**config.mk**
```make
export PLATFORM = sky130hd
export DESIGN_NAME = cdu_count_rx_flat
export DESIGN_NICKNAME = d
export VERILOG_FILES = /design/src/rtl/cdu_count_rx_pkg.sv /design/src/rtl/cdu_count_rx_if.sv /design/src/rtl/cdu_count_rx_pulse_filter.sv /design/src/rtl/cdu_count_rx.sv /design/src/flat_wrapper.sv
export SDC_FILE = /design/constraint.sdc
export NUM_CORES = 1
export LEC_CHECK = 0
export BUFFER_PORTS_ARGS = -buffer_cell sky130_fd_sc_hd__buf_2
export CAP_MARGIN = 0
export CORE_MARGIN = 8
export CORE_UTILIZATION = 40
export CTS_BUF_LIST = sky130_fd_sc_hd__clkbuf_2 sky130_fd_sc_hd__clkbuf_4 sky130_fd_sc_hd__clkbuf_8
export CTS_CLUSTER_SIZE = 40
export DETAILED_ROUTE_END_ITERATION = 6
export PLACE_DENSITY = 0.65
export SETUP_SLACK_MARGIN = 0.3
export SYNTH_ARGS = -nofsm -noshare
export SYNTH_HDL_FRONTEND = slang
export SYNTH_HIERARCHICAL = 1
export SYNTH_SLANG_ARGS = --single-unit
```
**constraint.sdc**
```tcl
create_clock -name CLOCKH -period 4.6 [get_ports CLOCKH]
set_clock_uncertainty 0.05 [all_clocks]
set_input_delay 0.46 -clock CLOCKH [delete_from_list [all_inputs] [get_ports CLOCKH]]
set_output_delay 0.46 -clock CLOCKH [all_outputs]
set_load 0.01 [all_outputs]
```
**src/rtl/cdu_count_rx_pkg.sv**
```systemverilog
// Shared types and constants for the CDU angle-increment receiver.
// Latency: n/a (types, constants and a pure function only).
// Backpressure: n/a.
package cdu_count_rx_pkg;

  localparam int ANGLE_W  = 15;
  localparam int PEND_W   = 4;
  localparam int PEND_MAX = (1 << (PEND_W - 1)) - 1;

  typedef logic signed [PEND_W-1:0] pend_t;
  typedef logic signed [1:0]        step_t;

  // IDLE: still counting high samples; HELD: pulse already counted, waiting for low
  typedef enum logic {
    FILT_IDLE = 1'b0,
    FILT_HELD = 1'b1
  } filt_state_e;

  // -1/0/+1 according to the sign of a pending count
  function automatic step_t sign(input pend_t v);
    if (v > 0) begin
      return 2'sb01;
    end else if (v < 0) begin
      return 2'sb11;
    end
    return 2'sb00;
  endfunction

endpackage

```
**src/rtl/cdu_count_rx_if.sv**
```systemverilog
// CDU pulse inputs, service/zero controls and angle/pending outputs of one gimbal channel.
// Latency: n/a (wiring only).
// Backpressure: none; pulses are free-running and SVC is a strobe.
interface cdu_count_rx_if #(
  parameter int ANGLE_W = cdu_count_rx_pkg::ANGLE_W
);
  import cdu_count_rx_pkg::*;

  logic               PCDU;
  logic               MCDU;
  logic               SVC;
  logic               CCDUZ;
  logic [ANGLE_W-1:0] ANGLE;
  pend_t              PEND;
  logic               CNT_UPD;
  logic               PEND_OVF;

  modport master (
    output PCDU, MCDU, SVC, CCDUZ,
    input  ANGLE, PEND, CNT_UPD, PEND_OVF
  );

  modport slave (
    input  PCDU, MCDU, SVC, CCDUZ,
    output ANGLE, PEND, CNT_UPD, PEND_OVF
  );

endinterface

```
**src/rtl/cdu_count_rx_pulse_filter.sv**
```systemverilog
// Synchronizes one CDU pulse line and emits a single-cycle qual per pulse at least MIN_W samples wide.
// Latency: input rise -> qual after SYNC_ST+MIN_W-1 cycles.
// Backpressure: none; a pulse held high counts once and must drop low before it can requalify.
module cdu_count_rx_pulse_filter
  import cdu_count_rx_pkg::*;
#(
  parameter int SYNC_ST = 2,
  parameter int MIN_W   = 4
) (
  input  logic clk,
  input  logic rst,
  input  logic din,
  output logic qual
);

  localparam int            CW   = $clog2(MIN_W + 1);
  localparam logic [CW-1:0] LAST = CW'(MIN_W - 1);

  logic [SYNC_ST-1:0] sync;
  logic               smp;
  logic [CW-1:0]      cnt, cnt_nxt;
  filt_state_e        st, st_nxt;

  assign smp = sync[SYNC_ST-1];

  // Metastability chain for the asynchronous pulse input
  always_ff @(posedge clk) begin
    if (rst) begin
      sync <= '0;
    end else begin
      sync[0] <= din;
      for (int i = 1; i < SYNC_ST; i++) begin
        sync[i] <= sync[i-1];
      end
    end
  end

  // High-sample counter and IDLE/HELD state register
  always_ff @(posedge clk) begin
    if (rst) begin
      st  <= FILT_IDLE;
      cnt <= '0;
    end else begin
      st  <= st_nxt;
      cnt <= cnt_nxt;
    end
  end

  // Count consecutive high samples; qualify on the sample that reaches MIN_W
  always_comb begin
    st_nxt  = st;
    cnt_nxt = cnt;
    qual    = 1'b0;
    if (!smp) begin
      st_nxt  = FILT_IDLE;
      cnt_nxt = '0;
    end else if (st == FILT_IDLE) begin
      if (cnt == LAST) begin
        qual    = 1'b1;
        st_nxt  = FILT_HELD;
        cnt_nxt = CW'(MIN_W);
      end else begin
        cnt_nxt = cnt + 1'b1;
      end
    end
  end

endmodule

```
**src/rtl/cdu_count_rx.sv**
```systemverilog
// AGC-side CDU receiver: nets filtered +/- pulses into a saturating pending count, drained one unit per SVC into ANGLE.
// Latency: qualified pulse -> PEND next edge; SVC with PEND!=0 -> ANGLE next edge, CNT_UPD the cycle after that edge.
// Backpressure: none; pulses beyond +/-PEND_MAX are dropped and flagged in sticky PEND_OVF.
module cdu_count_rx
  import cdu_count_rx_pkg::*;
#(
  parameter int ANGLE_W = cdu_count_rx_pkg::ANGLE_W,
  parameter int SYNC_ST = 2,
  parameter int MIN_W   = 4
) (
  input logic           CLOCKH,
  input logic           rst,
  cdu_count_rx_if.slave bus
);

  localparam int SW = PEND_W + 2;
  typedef logic signed [SW-1:0] wide_t;

  logic               p_q, m_q;
  pend_t              pend, pend_nxt;
  logic [ANGLE_W-1:0] angle, angle_nxt;
  logic               upd, ovf, ovf_hit;
  step_t              s;
  wide_t              sum_w;

  cdu_count_rx_pulse_filter #(.SYNC_ST(SYNC_ST), .MIN_W(MIN_W)) u_pflt (
    .clk  (CLOCKH),
    .rst  (rst),
    .din  (bus.PCDU),
    .qual (p_q)
  );

  cdu_count_rx_pulse_filter #(.SYNC_ST(SYNC_ST), .MIN_W(MIN_W)) u_mflt (
    .clk  (CLOCKH),
    .rst  (rst),
    .din  (bus.MCDU),
    .qual (m_q)
  );

  // Net this cycle's pulses against one serviced unit, then clamp to the pending range
  always_comb begin
    s     = bus.SVC ? sign(pend) : 2'sb00;
    sum_w = wide_t'(pend);
    if (p_q) begin
      sum_w = sum_w + wide_t'(1);
    end
    if (m_q) begin
      sum_w = sum_w - wide_t'(1);
    end
    sum_w    = sum_w - wide_t'(s);
    pend_nxt = pend_t'(sum_w);
    ovf_hit  = 1'b0;
    if (sum_w > wide_t'(PEND_MAX)) begin
      pend_nxt = pend_t'(PEND_MAX);
      ovf_hit  = 1'b1;
    end else if (sum_w < wide_t'(-PEND_MAX)) begin
      pend_nxt = pend_t'(-PEND_MAX);
      ovf_hit  = 1'b1;
    end
    // Sign-extended step added modulo 2^ANGLE_W gives the 0x7FFF<->0x0000 wrap
    angle_nxt = angle + ANGLE_W'(s);
  end

  // Datapath registers; the zero command discards that cycle's pulses and service
  always_ff @(posedge CLOCKH) begin
    if (rst || bus.CCDUZ) begin
      angle <= '0;
      pend  <= '0;
      upd   <= 1'b0;
      ovf   <= 1'b0;
    end else begin
      angle <= angle_nxt;
      pend  <= pend_nxt;
      upd   <= (s != 2'sb00);
      ovf   <= ovf | ovf_hit;
    end
  end

  assign bus.ANGLE    = angle;
  assign bus.PEND     = pend;
  assign bus.CNT_UPD  = upd;
  assign bus.PEND_OVF = ovf;

endmodule

```
**src/flat_wrapper.sv**
```systemverilog
// flat-port wrapper written by rule: the top's interface ports become plain ports
module cdu_count_rx_flat import cdu_count_rx_pkg::*;
#(
  parameter int ANGLE_W = cdu_count_rx_pkg::ANGLE_W,
  parameter int SYNC_ST = 2,
  parameter int MIN_W   = 4
)
  (CLOCKH, rst, bus_PCDU, bus_MCDU, bus_SVC, bus_CCDUZ, bus_ANGLE, bus_PEND, bus_CNT_UPD, bus_PEND_OVF);
  cdu_count_rx_if #(.ANGLE_W(ANGLE_W)) bus_i ();
  input logic CLOCKH;
  input logic rst;
  input wire logic [$bits(bus_i.PCDU)-1:0] bus_PCDU;
  input wire logic [$bits(bus_i.MCDU)-1:0] bus_MCDU;
  input wire logic [$bits(bus_i.SVC)-1:0] bus_SVC;
  input wire logic [$bits(bus_i.CCDUZ)-1:0] bus_CCDUZ;
  output wire logic [$bits(bus_i.ANGLE)-1:0] bus_ANGLE;
  output wire logic [$bits(bus_i.PEND)-1:0] bus_PEND;
  output wire logic [$bits(bus_i.CNT_UPD)-1:0] bus_CNT_UPD;
  output wire logic [$bits(bus_i.PEND_OVF)-1:0] bus_PEND_OVF;
  assign bus_i.PCDU = bus_PCDU;
  assign bus_i.MCDU = bus_MCDU;
  assign bus_i.SVC = bus_SVC;
  assign bus_i.CCDUZ = bus_CCDUZ;
  assign bus_ANGLE = bus_i.ANGLE;
  assign bus_PEND = bus_i.PEND;
  assign bus_CNT_UPD = bus_i.CNT_UPD;
  assign bus_PEND_OVF = bus_i.PEND_OVF;
  cdu_count_rx #(.ANGLE_W(ANGLE_W), .SYNC_ST(SYNC_ST), .MIN_W(MIN_W)) u_core (.CLOCKH(CLOCKH), .rst(rst), .bus(bus_i));
endmodule
```
### Yosys cells after proc, flatten, opt, wreduce, memory -nomap -nowiden

Cells that the tools add are included.

| storage, ports and cells | value |
|---|---|
| bits in registers | 33 |
| input port bits | 6 |
| output and inout bits | 21 |
| logic and storage cells | 53 |

| operators by class | value |
|---|---|
| add/sub/neg operators | 6 |
| order comparisons | 4 |
| equal/unequal tests | 2 |
| mux-type cells | 22 |
| bitwise logic cells | 3 |
| reduce and logical (&&, ||, !) cells | 5 |

Operator list:

| kind | count |
|---|---|
| $add A15 B15 Y15 | 1 |
| $mux W1 | 12 |
| $mux W6 | 2 |
| $mux W3 | 3 |
| $mux W2 | 4 |
| $add A3 B1 Y3 const B | 2 |
| $eq A3 B2 Y1 const B | 2 |
| $gt A6 B4 Y1 const B | 1 |
| $lt A6 B4 Y1 const B | 1 |
| $reduce_or A2 Y1 | 3 |
| $sub A6 B2 Y6 | 1 |
| $sub A6 B2 Y6 const B | 1 |
| $add A4 B2 Y5 const B | 1 |
| $gt A4 B1 Y1 const B | 1 |
| $lt A4 B1 Y1 const B | 1 |
| $mux W4 | 1 |
| $not A1 Y1 | 2 |
| $reduce_bool A2 Y1 | 1 |
| $logic_or A1 B1 Y1 | 1 |
| $or A1 B1 Y1 | 1 |

### Logic depth before layout (Yosys ltp)

Gate-level depths: netlist of run 1.

| logic depth | value |
|---|---|
| depth after elaboration | 12 |
| gate-level depth with buffers | 20 |
| depth with buffers taken out | 19 |

### Modules after synthesis

Netlist of run 1, hierarchy kept.

By module, submodules not included:

| module | instances | cells each | area an instance (um2) | sequential area each (um2) |
|---|---|---|---|---|
| cdu_count_rx | 1 | 188 | 1610.3 | 420.4 |
| cdu_count_rx_pulse_filter | 2 | 23 | 231.5 | 120.1 |

### Worst setup path before layout of run 1

No wires, ideal clock.

| path | value |
|---|---|
| path type | reg2reg |
| start | register u_core.u_pflt.cnt[0] |
| end | register u_core.pend[0], in the netlist u_core/bus.PEND[0] |
| library setup time | 0.132 ns |
| arrival time | 3.080 ns |
| required time | 4.418 ns |
| slack | 1.338 ns |
| stages on the path, launching flop included | 18 |
| path buffers | 1 |
| clock period less this slack | 3.262 ns |
| path through | dfxtp_1 -> ha_1 -> ha_1 -> nand2_1 -> nor2_1 -> buf_6 -> o21ai_0 -> inv_1 -> ha_1 -> nand2_1 -> o21a_1 -> ha_1 -> nor2b_4 -> o31a_1 -> o22ai_2 -> xnor3_2 -> o31ai_2 -> a21oi_1 |

| between the ends | value |
|---|---|
| longest elaborated chain between the ends | 11 |
| elaborated cells between the ends (all ways) | 12 |
| those cells by class | 2 x add/sub; 2 x order compare; 1 x eq/ne; 7 x mux |

Ends and longest elaborated chain:

| item | RTL line | source |
|---|---|---|
| start, declared | cdu_count_rx_pulse_filter.sv:21 | `logic [CW-1:0] cnt, cnt_nxt;` |
| start signal, assigned | cdu_count_rx_pulse_filter.sv:45 | `cnt <= cnt_nxt;` |
| $eq A3 B2 Y1 (*) | cdu_count_rx_pulse_filter.sv:58 | `if (cnt == LAST) begin` |
| $mux W1 (*) | cdu_count_rx_pulse_filter.sv:58 |  |
| $mux W1 (*) | cdu_count_rx_pulse_filter.sv:57 | `end else if (st == FILT_IDLE) begin` |
| $mux W1 (*) | cdu_count_rx_pulse_filter.sv:54 | `if (!smp) begin` |
| via u_core.p_q | cdu_count_rx.sv:19 | `logic p_q, m_q;` |
| $mux W6 (*) | cdu_count_rx.sv:44 | `if (p_q) begin` |
| $sub A6 B2 Y6 | cdu_count_rx.sv:48 | `sum_w = sum_w - wide_t'(1);` |
| $mux W6 (*) | cdu_count_rx.sv:47 | `if (m_q) begin` |
| $sub A6 B2 Y6 (*) | cdu_count_rx.sv:50 | `sum_w = sum_w - wide_t'(s);` |
| $lt A6 B4 Y1 | cdu_count_rx.sv:56 | `end else if (sum_w < wide_t'(-PEND_MAX)) begin` |
| $mux W4 | cdu_count_rx.sv:56 |  |
| $mux W3 (*) | cdu_count_rx.sv:53 | `if (sum_w > wide_t'(PEND_MAX)) begin` |
| end signal, assigned | cdu_count_rx.sv:73 | `pend <= pend_nxt;` |
| end, declared | cdu_count_rx.sv:20 | `pend_t pend, pend_nxt;` |

The timed path passes the listed nets; every way through them passes the cells marked *.
A chain may end at the register's enable or synchronous reset.

### Worst setup path in the final report of run 1

| path | value |
|---|---|
| start | register u_core.u_pflt.cnt[0] |
| end | register u_core.ovf, in the netlist u_core/bus.PEND_OVF |

| between the ends | value |
|---|---|
| longest elaborated chain between the ends | 12 |
| elaborated cells between the ends (all ways) | 13 |
| those cells by class | 2 x add/sub; 2 x order compare; 1 x eq/ne; 7 x mux; 1 x bitwise |

Ends and longest elaborated chain:

| item | RTL line | source |
|---|---|---|
| $eq A3 B2 Y1 (*) | cdu_count_rx_pulse_filter.sv:58 |  |
| $mux W1 (*) | cdu_count_rx_pulse_filter.sv:58 |  |
| $mux W1 (*) | cdu_count_rx_pulse_filter.sv:57 |  |
| $mux W1 (*) | cdu_count_rx_pulse_filter.sv:54 |  |
| via u_core.p_q | cdu_count_rx.sv:19 |  |
| $mux W6 (*) | cdu_count_rx.sv:44 |  |
| $sub A6 B2 Y6 | cdu_count_rx.sv:48 |  |
| $mux W6 (*) | cdu_count_rx.sv:47 |  |
| $sub A6 B2 Y6 (*) | cdu_count_rx.sv:50 |  |
| $lt A6 B4 Y1 | cdu_count_rx.sv:56 |  |
| $mux W1 | cdu_count_rx.sv:56 |  |
| $mux W1 (*) | cdu_count_rx.sv:53 |  |
| $or A1 B1 Y1 (*) | cdu_count_rx.sv:75 | `ovf <= ovf \| ovf_hit;` |
| end signal, assigned | cdu_count_rx.sv:75 |  |
| end, declared | cdu_count_rx.sv:22 | `logic upd, ovf, ovf_hit;` |

Marked as above.

==> flow_metrics.env, run 1 <==
export IMPL_status="completed"
export IMPL_timing_rr_start="u_core/u_pflt/cnt[0]$_SDFFE_PP0N_"
export IMPL_met3_length_um=231
export IMPL_start_util_pct=41.1
export IMPL_timing_rr_end="u_core/bus.PEND_OVF$_SDFF_PP0_"
export IMPL_cts_tree="done"
export IMPL_place_gp_congestion=0.839
export IMPL_power_frac_comb_pct=52.6
export IMPL_cts_sinks=33
export IMPL_vdd_ir_drop_max_mv=0.261
export IMPL_synth_seq_area_share_pct=31.9
export IMPL_fin_crit_sh_pct=79.1
export IMPL_drtIter0Drc=93
export IMPL_grt_max_degree=20
export IMPL_fillers=512
export IMPL_drc=0
export IMPL_avgSynthCellArea_um2=8.86
export IMPL_clock_power_share_pct=18.8
export IMPL_min_period_ns=3.64
export IMPL_critPathRequiredTime_ns=4.71
export IMPL_synth_top_family_by_area="simple AND/OR/NAND/NOR gates"
export IMPL_grtUsageTotal_pct=11.4
export IMPL_synth_nets=268
export IMPL_firstDrtPassIters=4
export IMPL_clock_path_buffers=2
export IMPL_die_w_um=88.0
export IMPL_sw_frac_of_total_pct=40.4
export IMPL_root_buffer="clkbuf_8"
export IMPL_p_switching_uw=481
export IMPL_synth_xor_xnor_area_share_pct=7.48
export IMPL_post_cts_buffers=0
export IMPL_synth_fa_ha_area_share_pct=17.6
export IMPL_endpoint_kind="flip-flop"
export IMPL_core_um2=5040
export IMPL_cp_start_kind="flip-flop"
export IMPL_htreeDepth=2
export IMPL_detail_route_wl_per_cell_um=12.6
export IMPL_grt_setup_unrepaired="false"
export IMPL_drive_gt1_share_pct=17.4
export IMPL_met2RoutedLength_um=1950
export IMPL_synth_mux_area_share_pct=0.966
export IMPL_fmaxAchievable_mhz=275
export IMPL_design_area_um2=2360
export IMPL_setup_viol=0
export IMPL_p_per_area_nw_per_um2=505
export IMPL_die_h_um=88.0
export IMPL_hold_buffers=0
export IMPL_synth_compound_gate_area_share_pct=18.6
export IMPL_hp_class="input port to flip-flop"
export IMPL_ant_nets=0
export IMPL_grt_pass1_wl_um=6980
export IMPL_setup_worst_path_start="u_core/u_pflt/cnt[0]$_SDFFE_PP0N_"
export IMPL_top_layer="met4"
export IMPL_areaGrowthSynthToFinish_pct=13.8
export IMPL_hold_violations=0
export IMPL_post_place_ws_ns=0.987
export IMPL_syn_area_um2=2070
export IMPL_power_leakage_uw=0.00106
export IMPL_setup_tns_final_ns=0
export IMPL_antenna_found_initial=0
export IMPL_maxSlewViolCount=0
export IMPL_layout_setup_ws_ns=0.962
export IMPL_routed_wl_um=4190
export IMPL_routed_via_density=5.03
export IMPL_ff2ff_setup_slack_ns=0.96
export IMPL_yosys_area_share_simple_pct=19.6
export IMPL_maxCapViolations=0
export IMPL_io_pins=27
export IMPL_path_class="flip-flop to flip-flop"
export IMPL_synth_warnings=6
export IMPL_maxSlewHeadroom_pct=62.8
export IMPL_met1_length_um=1970
export IMPL_vias=1680
export IMPL_diodes=0
export IMPL_worst_slew_pin_slew_ns=0.557
export IMPL_synth_edf_count=0
export IMPL_portBuffers=26
export IMPL_ys_types=47
export IMPL_arrival_ns=3.75
export IMPL_syn_inst=234
export IMPL_async_flop_share_pct=0
export IMPL_cts_reportedPaths_clkPinSlew_ns=0.07
export IMPL_reg2reg_depth=17
export IMPL_cts_resized_gates=0
export IMPL_crit_fanout=8
export IMPL_hpwl_um=3210
export IMPL_gr_total_overflow=0
export IMPL_hold_ws_ns=0.329
export IMPL_synth_main_ff_cell="dfxtp_1"
export IMPL_cp_endpoint="u_core/bus.PEND_OVF$_SDFF_PP0_"
export IMPL_grt_pass1_vias=1593
export IMPL_cts_buffers=5
export IMPL_synth_seq_cells=33
export IMPL_dpl_cell_area_um2=2270
export IMPL_fin_nets=297
export IMPL_dieArea_um2=7740
export IMPL_seqPwrFrac_pct=28.7
export IMPL_clkLatencyLatePin_ns=0.29
export IMPL_p_int_uw=710
export IMPL_rows=26
logic make-up after synthesis:
logic type                 count (synthesis)
and+or+nand+nor                           81
AOI/OAI and AO/OA                         55
DFF                                       33
adders and majority gates                 28
buffers and inverters                     19
xor gates and xnor gates                  16
muxes                                      2
area by class of cell:
class                   count  area, um^2  area share, %
clock buffers               5        68.8           2.92
clock inverters             3        22.5          0.955
inverters                  15        56.3           2.39
multi-input cells         182        1330           56.5
flip-flops and latches     33         661           28.0
well taps                  70        87.6           3.71
repair buffers             26         130           5.52
worst min-delay path by stage:
| stage | from | to | slack [ns] | cells after the start |
|---|---|---|---|---|
| 2_1_floorplan | u_core/u_mflt/sync[0]$_SDFF_PP0_ | u_core/u_mflt/sync[1]$_SDFF_PP0_ | 0.36 | 1 |
| 3_3_place_gp | u_core/u_mflt/sync[0]$_SDFF_PP0_ | u_core/u_mflt/sync[1]$_SDFF_PP0_ | 0.37 | 1 |
| 3_5_place_dp | u_core/u_pflt/sync[0]$_SDFF_PP0_ | u_core/u_pflt/sync[1]$_SDFF_PP0_ | 0.38 | 1 |
| 4_1_cts | bus_PCDU | u_core/u_pflt/sync[0]$_SDFF_PP0_ | 0.32 | 2 |
| 5_1_grt | bus_PCDU | u_core/u_pflt/sync[0]$_SDFF_PP0_ | 0.35 | 2 |
| 6_report | bus_PCDU | u_core/u_pflt/sync[0]$_SDFF_PP0_ | 0.33 | 2 |
cells in the final DEF, fill, tap and decap left out, types with 3 or more instances in the layout:
| cell type | netlist | routed |
|---|---|---|
| dfxtp_1 | 33 | 33 |
| buf_2 | 0 | 26 |
| ha_1 | 26 | 26 |
| nor2_1 | 24 | 24 |
| inv_1 | 15 | 15 |
| nand2_1 | 15 | 15 |
| a21oi_1 | 15 | 15 |
| xor2_1 | 9 | 9 |
| nor2b_1 | 9 | 9 |
| nor3_1 | 9 | 9 |
| o21a_1 | 7 | 7 |
| xnor2_1 | 6 | 6 |
| clkbuf_8 | 0 | 5 |
| o21ai_0 | 5 | 5 |
| nand3_1 | 5 | 5 |
| nand2b_1 | 4 | 4 |
| a21o_1 | 4 | 4 |
| clkinvlp_4 | 0 | 3 |
| or3_1 | 3 | 3 |
| o31a_1 | 3 | 3 |
| or2_2 | 3 | 3 |
sequential cells by signal, indices dropped and copies added (netlist names):
register             count
u_core/u_mflt/sync       2
u_core/bus.PEND_OVF      1
u_core/bus.ANGLE        15
u_core/u_mflt/st         1
u_core/u_pflt/sync       2
u_core/u_pflt/st         1
u_core/bus.PEND          4
u_core/u_mflt/cnt        3
u_core/bus.CNT_UPD       1
u_core/u_pflt/cnt        3
critical path, cell delays in order (launching register included):
cell and delay [ns]:
dfxtp_1 0.36, ha_1 0.16, ha_1 0.18, nand2_1 0.06, nor2_1 0.36, nand2_1 0.09
o21ai_0 0.11, inv_1 0.07, ha_1 0.27, nand2_1 0.05, o21a_1 0.13, ha_1 0.28
nor2b_4 0.13, o31a_1 0.28, o22ai_2 0.15, xnor3_2 0.40, o31ai_2 0.28, a21oi_1 0.10
power by group through the flow:
stage                     clock network, uW  registers, uW  logic (uW)
after floorplan                           0            357         488
after global placement                    0            348         612
after detailed placement                  0            349         617
after CTS                               236            342         626
after global routing                    247            347         701
final                                   223            341         626
synth_stat cells (3+ instances only):
library cell,n,area share [%]
inv_1,15,2.7
nor2b_1,9,2.7
ha_1,26,16
o21a_1,7,2.5
o21ai_0,5,1.2
a21oi_1,15,3.6
nand2_1,15,2.7
nand2b_1,4,1.2
xor2_1,9,3.8
or2_2,3,0.91
or3_1,3,0.91
nand3_1,5,1.2
o31a_1,3,1.3
xnor2_1,6,2.5
nor3_1,9,2.2
dfxtp_1,33,32
a21o_1,4,1.4
nor2_1,24,4.3
stage by stage:
stage	cells	util, %	total power [uW]
after CTS	334	46.8	1200
after global routing	334	46.8	1290
after floorplan	234	-	844
final	334	46.8	1190
after global placement	326	45.0	960
after detailed placement	326	45.0	966
layer usage:
metal  up-vias  global-route usage, %
met5         -                      0
met4         0                   4.53
met3         4                   3.28
met2        36                   19.0
met1       759                   13.4
li1        881                      -
(Power assumes the default switching activity.)
==> run 2: changes to the inputs <==
clock period = 3.6 ns   (was 4.6 ns; I/O delays follow)
==> run 2 against run 1 <==
Net effect:
- combinational power rose by 44%
- worst setup slack got worse by 0.55 ns
- via count rose by 1.3%
- sequential share of layout area fell by 1.2 points
- critical path depth rose by 1
- clock power rose by 29%
- die area did not move
- design area rose by 4.8%
==> flow_metrics.env, run 2 (same netlist as run 1, synthesis figures left out) <==
export IMPL_path_class="flip-flop to flip-flop"
export IMPL_grt_max_degree=20
export IMPL_routed_wl_um=4310
export IMPL_layout_commonest_cell="dfxtp_1"
export IMPL_io_pins=27
export IMPL_routed_via_density=5.04
export IMPL_final_cell_mix="dfxtp_1, buf_2, ha_1"
export IMPL_grtUsageTotal_pct=11.1
export IMPL_setup_tns_final_ns=0
export IMPL_drc=0
export IMPL_cp_start_kind="flip-flop"
export IMPL_detail_route_wl_per_cell_um=12.8
export IMPL_hp_start="bus_PCDU"
export IMPL_timing_rr_end="u_core/bus.PEND[0]$_SDFF_PP0_"
export IMPL_maxCapViolations=0
export IMPL_areaGrowthSynthToFinish_pct=19.3
export IMPL_clock_path_buffers=2
export IMPL_reg2reg_depth=18
export IMPL_diodes=0
export IMPL_sw_frac_of_total_pct=41.8
export IMPL_fmaxAchievable_mhz=314
export IMPL_hold_buffers=0
export IMPL_final_util_pct=49.0
export IMPL_drtIter0Drc=46
export IMPL_holdPathStages=2
export IMPL_hold_violations=0
export IMPL_hpwl_um=3210
export IMPL_power_frac_comb_pct=55.5
export IMPL_arrival_ns=3.36
export IMPL_die_h_um=88.0
export IMPL_portBuffers=26
export IMPL_hp_class="input port to flip-flop"
export IMPL_cts_reportedPaths_clkPinSlew_ns=0.08
export IMPL_endpoint_kind="flip-flop"
export IMPL_fin_nets=301
export IMPL_grt_pass1_wl_um=6870
export IMPL_cts_buffers=5
export IMPL_antenna_found_initial=0
export IMPL_core_um2=5040
export IMPL_maxSlewHeadroom_pct=64.3
export IMPL_setup_viol=0
export IMPL_p_int_uw=947
export IMPL_grt_pass1_vias=1558
export IMPL_vdd_ir_drop_max_mv=0.312
export IMPL_maxSlewViolCount=0
export IMPL_hold_path_end="u_core/u_pflt/sync[0]$_SDFF_PP0_"
export IMPL_drive_gt1_share_pct=24.6
export IMPL_placed_cells=327
export IMPL_power_leakage_uw=0.00110
export IMPL_grt_setup_unrepaired="false"
export IMPL_die_w_um=88.0
export IMPL_crit_fanout=6
export IMPL_clkLatencyLatePin_ns=0.29
export IMPL_rows=26
export IMPL_fin_crit_sh_pct=88.5
export IMPL_ff2ff_setup_slack_ns=0.42
export IMPL_firstDrtPassIters=4
export IMPL_clock_power_share_pct=17.7
export IMPL_vias=1702
export IMPL_timing_rr_start="u_core/u_pflt/cnt[0]$_SDFFE_PP0N_"
export IMPL_p_switching_uw=680
export IMPL_largest_register_ffs=15
export IMPL_dieArea_um2=7740
export IMPL_ant_nets=0
export IMPL_cts_tree="done"
export IMPL_cts_sinks=33
export IMPL_min_period_ns=3.18
export IMPL_stdcell_count=338
export IMPL_root_buffer="clkbuf_8"
export IMPL_htreeDepth=2
export IMPL_fillers=483
export IMPL_critPathRequiredTime_ns=3.77
export IMPL_gr_total_overflow=0
export IMPL_seqPwrFrac_pct=26.9
export IMPL_hold_ws_ns=0.231
export IMPL_finalPower_uw=1630
export IMPL_status="completed"
export IMPL_p_per_area_nw_per_um2=658
export IMPL_place_gp_congestion=0.848
export IMPL_start_util_pct=41.1
export IMPL_worst_slew_pin_slew_ns=0.535
run 2: cell type report:
| class | instances | area (um^2) | share of cell area [%] |
|---|---|---|---|
| Sequential cell | 33 | 663 | 26.8 |
| Multi-Input combinational cell | 182 | 1410 | 57.2 |
| Timing Repair Buffer | 30 | 160 | 6.48 |
| Inverter | 15 | 56.3 | 2.28 |
| Clock inverter | 3 | 22.5 | 0.911 |
| Clock buffer | 5 | 68.8 | 2.78 |
| Tap cell | 70 | 87.6 | 3.54 |
run 2: through the flow:
step	instance area (um^2)	setup WS, ns
final	2470	0.415
after floorplan	2070	0.338
after global placement	2270	0.126
after CTS	2390	0.325
after global routing	2470	0.251
after detailed placement	2270	0.0194
run 2: power groups by stage:
stage	combinational, uW	clock (uW)	sequential (uW)
floorplan	623	0	456
global placement	787	0	445
detailed placement	798	0	446
CTS	791	296	437
global route	997	310	444
finish	902	288	437
run 2: worst max-delay path by stage:
stage,startpoint,end,slack [ns],cells after the start
after global placement,u_core/u_pflt/cnt[0]$_SDFFE_PP0N_,u_core/bus.PEND[0]$_SDFF_PP0_,0.13,17
after global routing,u_core/u_pflt/cnt[0]$_SDFFE_PP0N_,u_core/bus.PEND[0]$_SDFF_PP0_,0.25,18
after detailed placement,u_core/u_pflt/cnt[0]$_SDFFE_PP0N_,u_core/bus.PEND_OVF$_SDFF_PP0_,0.02,17
final,u_core/u_pflt/cnt[0]$_SDFFE_PP0N_,u_core/bus.PEND[0]$_SDFF_PP0_,0.42,18
after floorplan,u_core/u_pflt/cnt[0]$_SDFFE_PP0N_,u_core/bus.PEND[0]$_SDFF_PP0_,0.34,17
after CTS,u_core/u_pflt/cnt[0]$_SDFFE_PP0N_,u_core/bus.PEND_OVF$_SDFF_PP0_,0.33,16
run 2: worst max-delay path: stages, from the launching register on:
cell and delay [ns]:
dfxtp_2 0.35, ha_2 0.19, ha_4 0.13, nand2_2 0.06
nor2_4 0.15, nand2_1 0.09, o21ai_2 0.07, inv_1 0.06
ha_1 0.27, nand2_1 0.05, o21a_1 0.13, ha_1 0.27
nor2b_4 0.13, o31a_1 0.32, o22ai_2 0.11, xnor3_2 0.33
nand2b_1 0.15, o31ai_4 0.09, a21oi_1 0.13
run 2: metal layers:
metal  vias to the layer above  global-route usage, %  wire (um)
met5                         -                      0          0
met4                         0                   3.59         35
met3                         5                   3.56        199
met2                        23                   17.8       1990
met1                       791                   13.8       2090
li1                        883                      -          -
run 2: timing repair:
item	in CTS	in global routing
gates resized for setup	4	19
cloned	0	0
buffers inserted	2	1
pin swaps	4	6
setup endpoints to repair	5	4
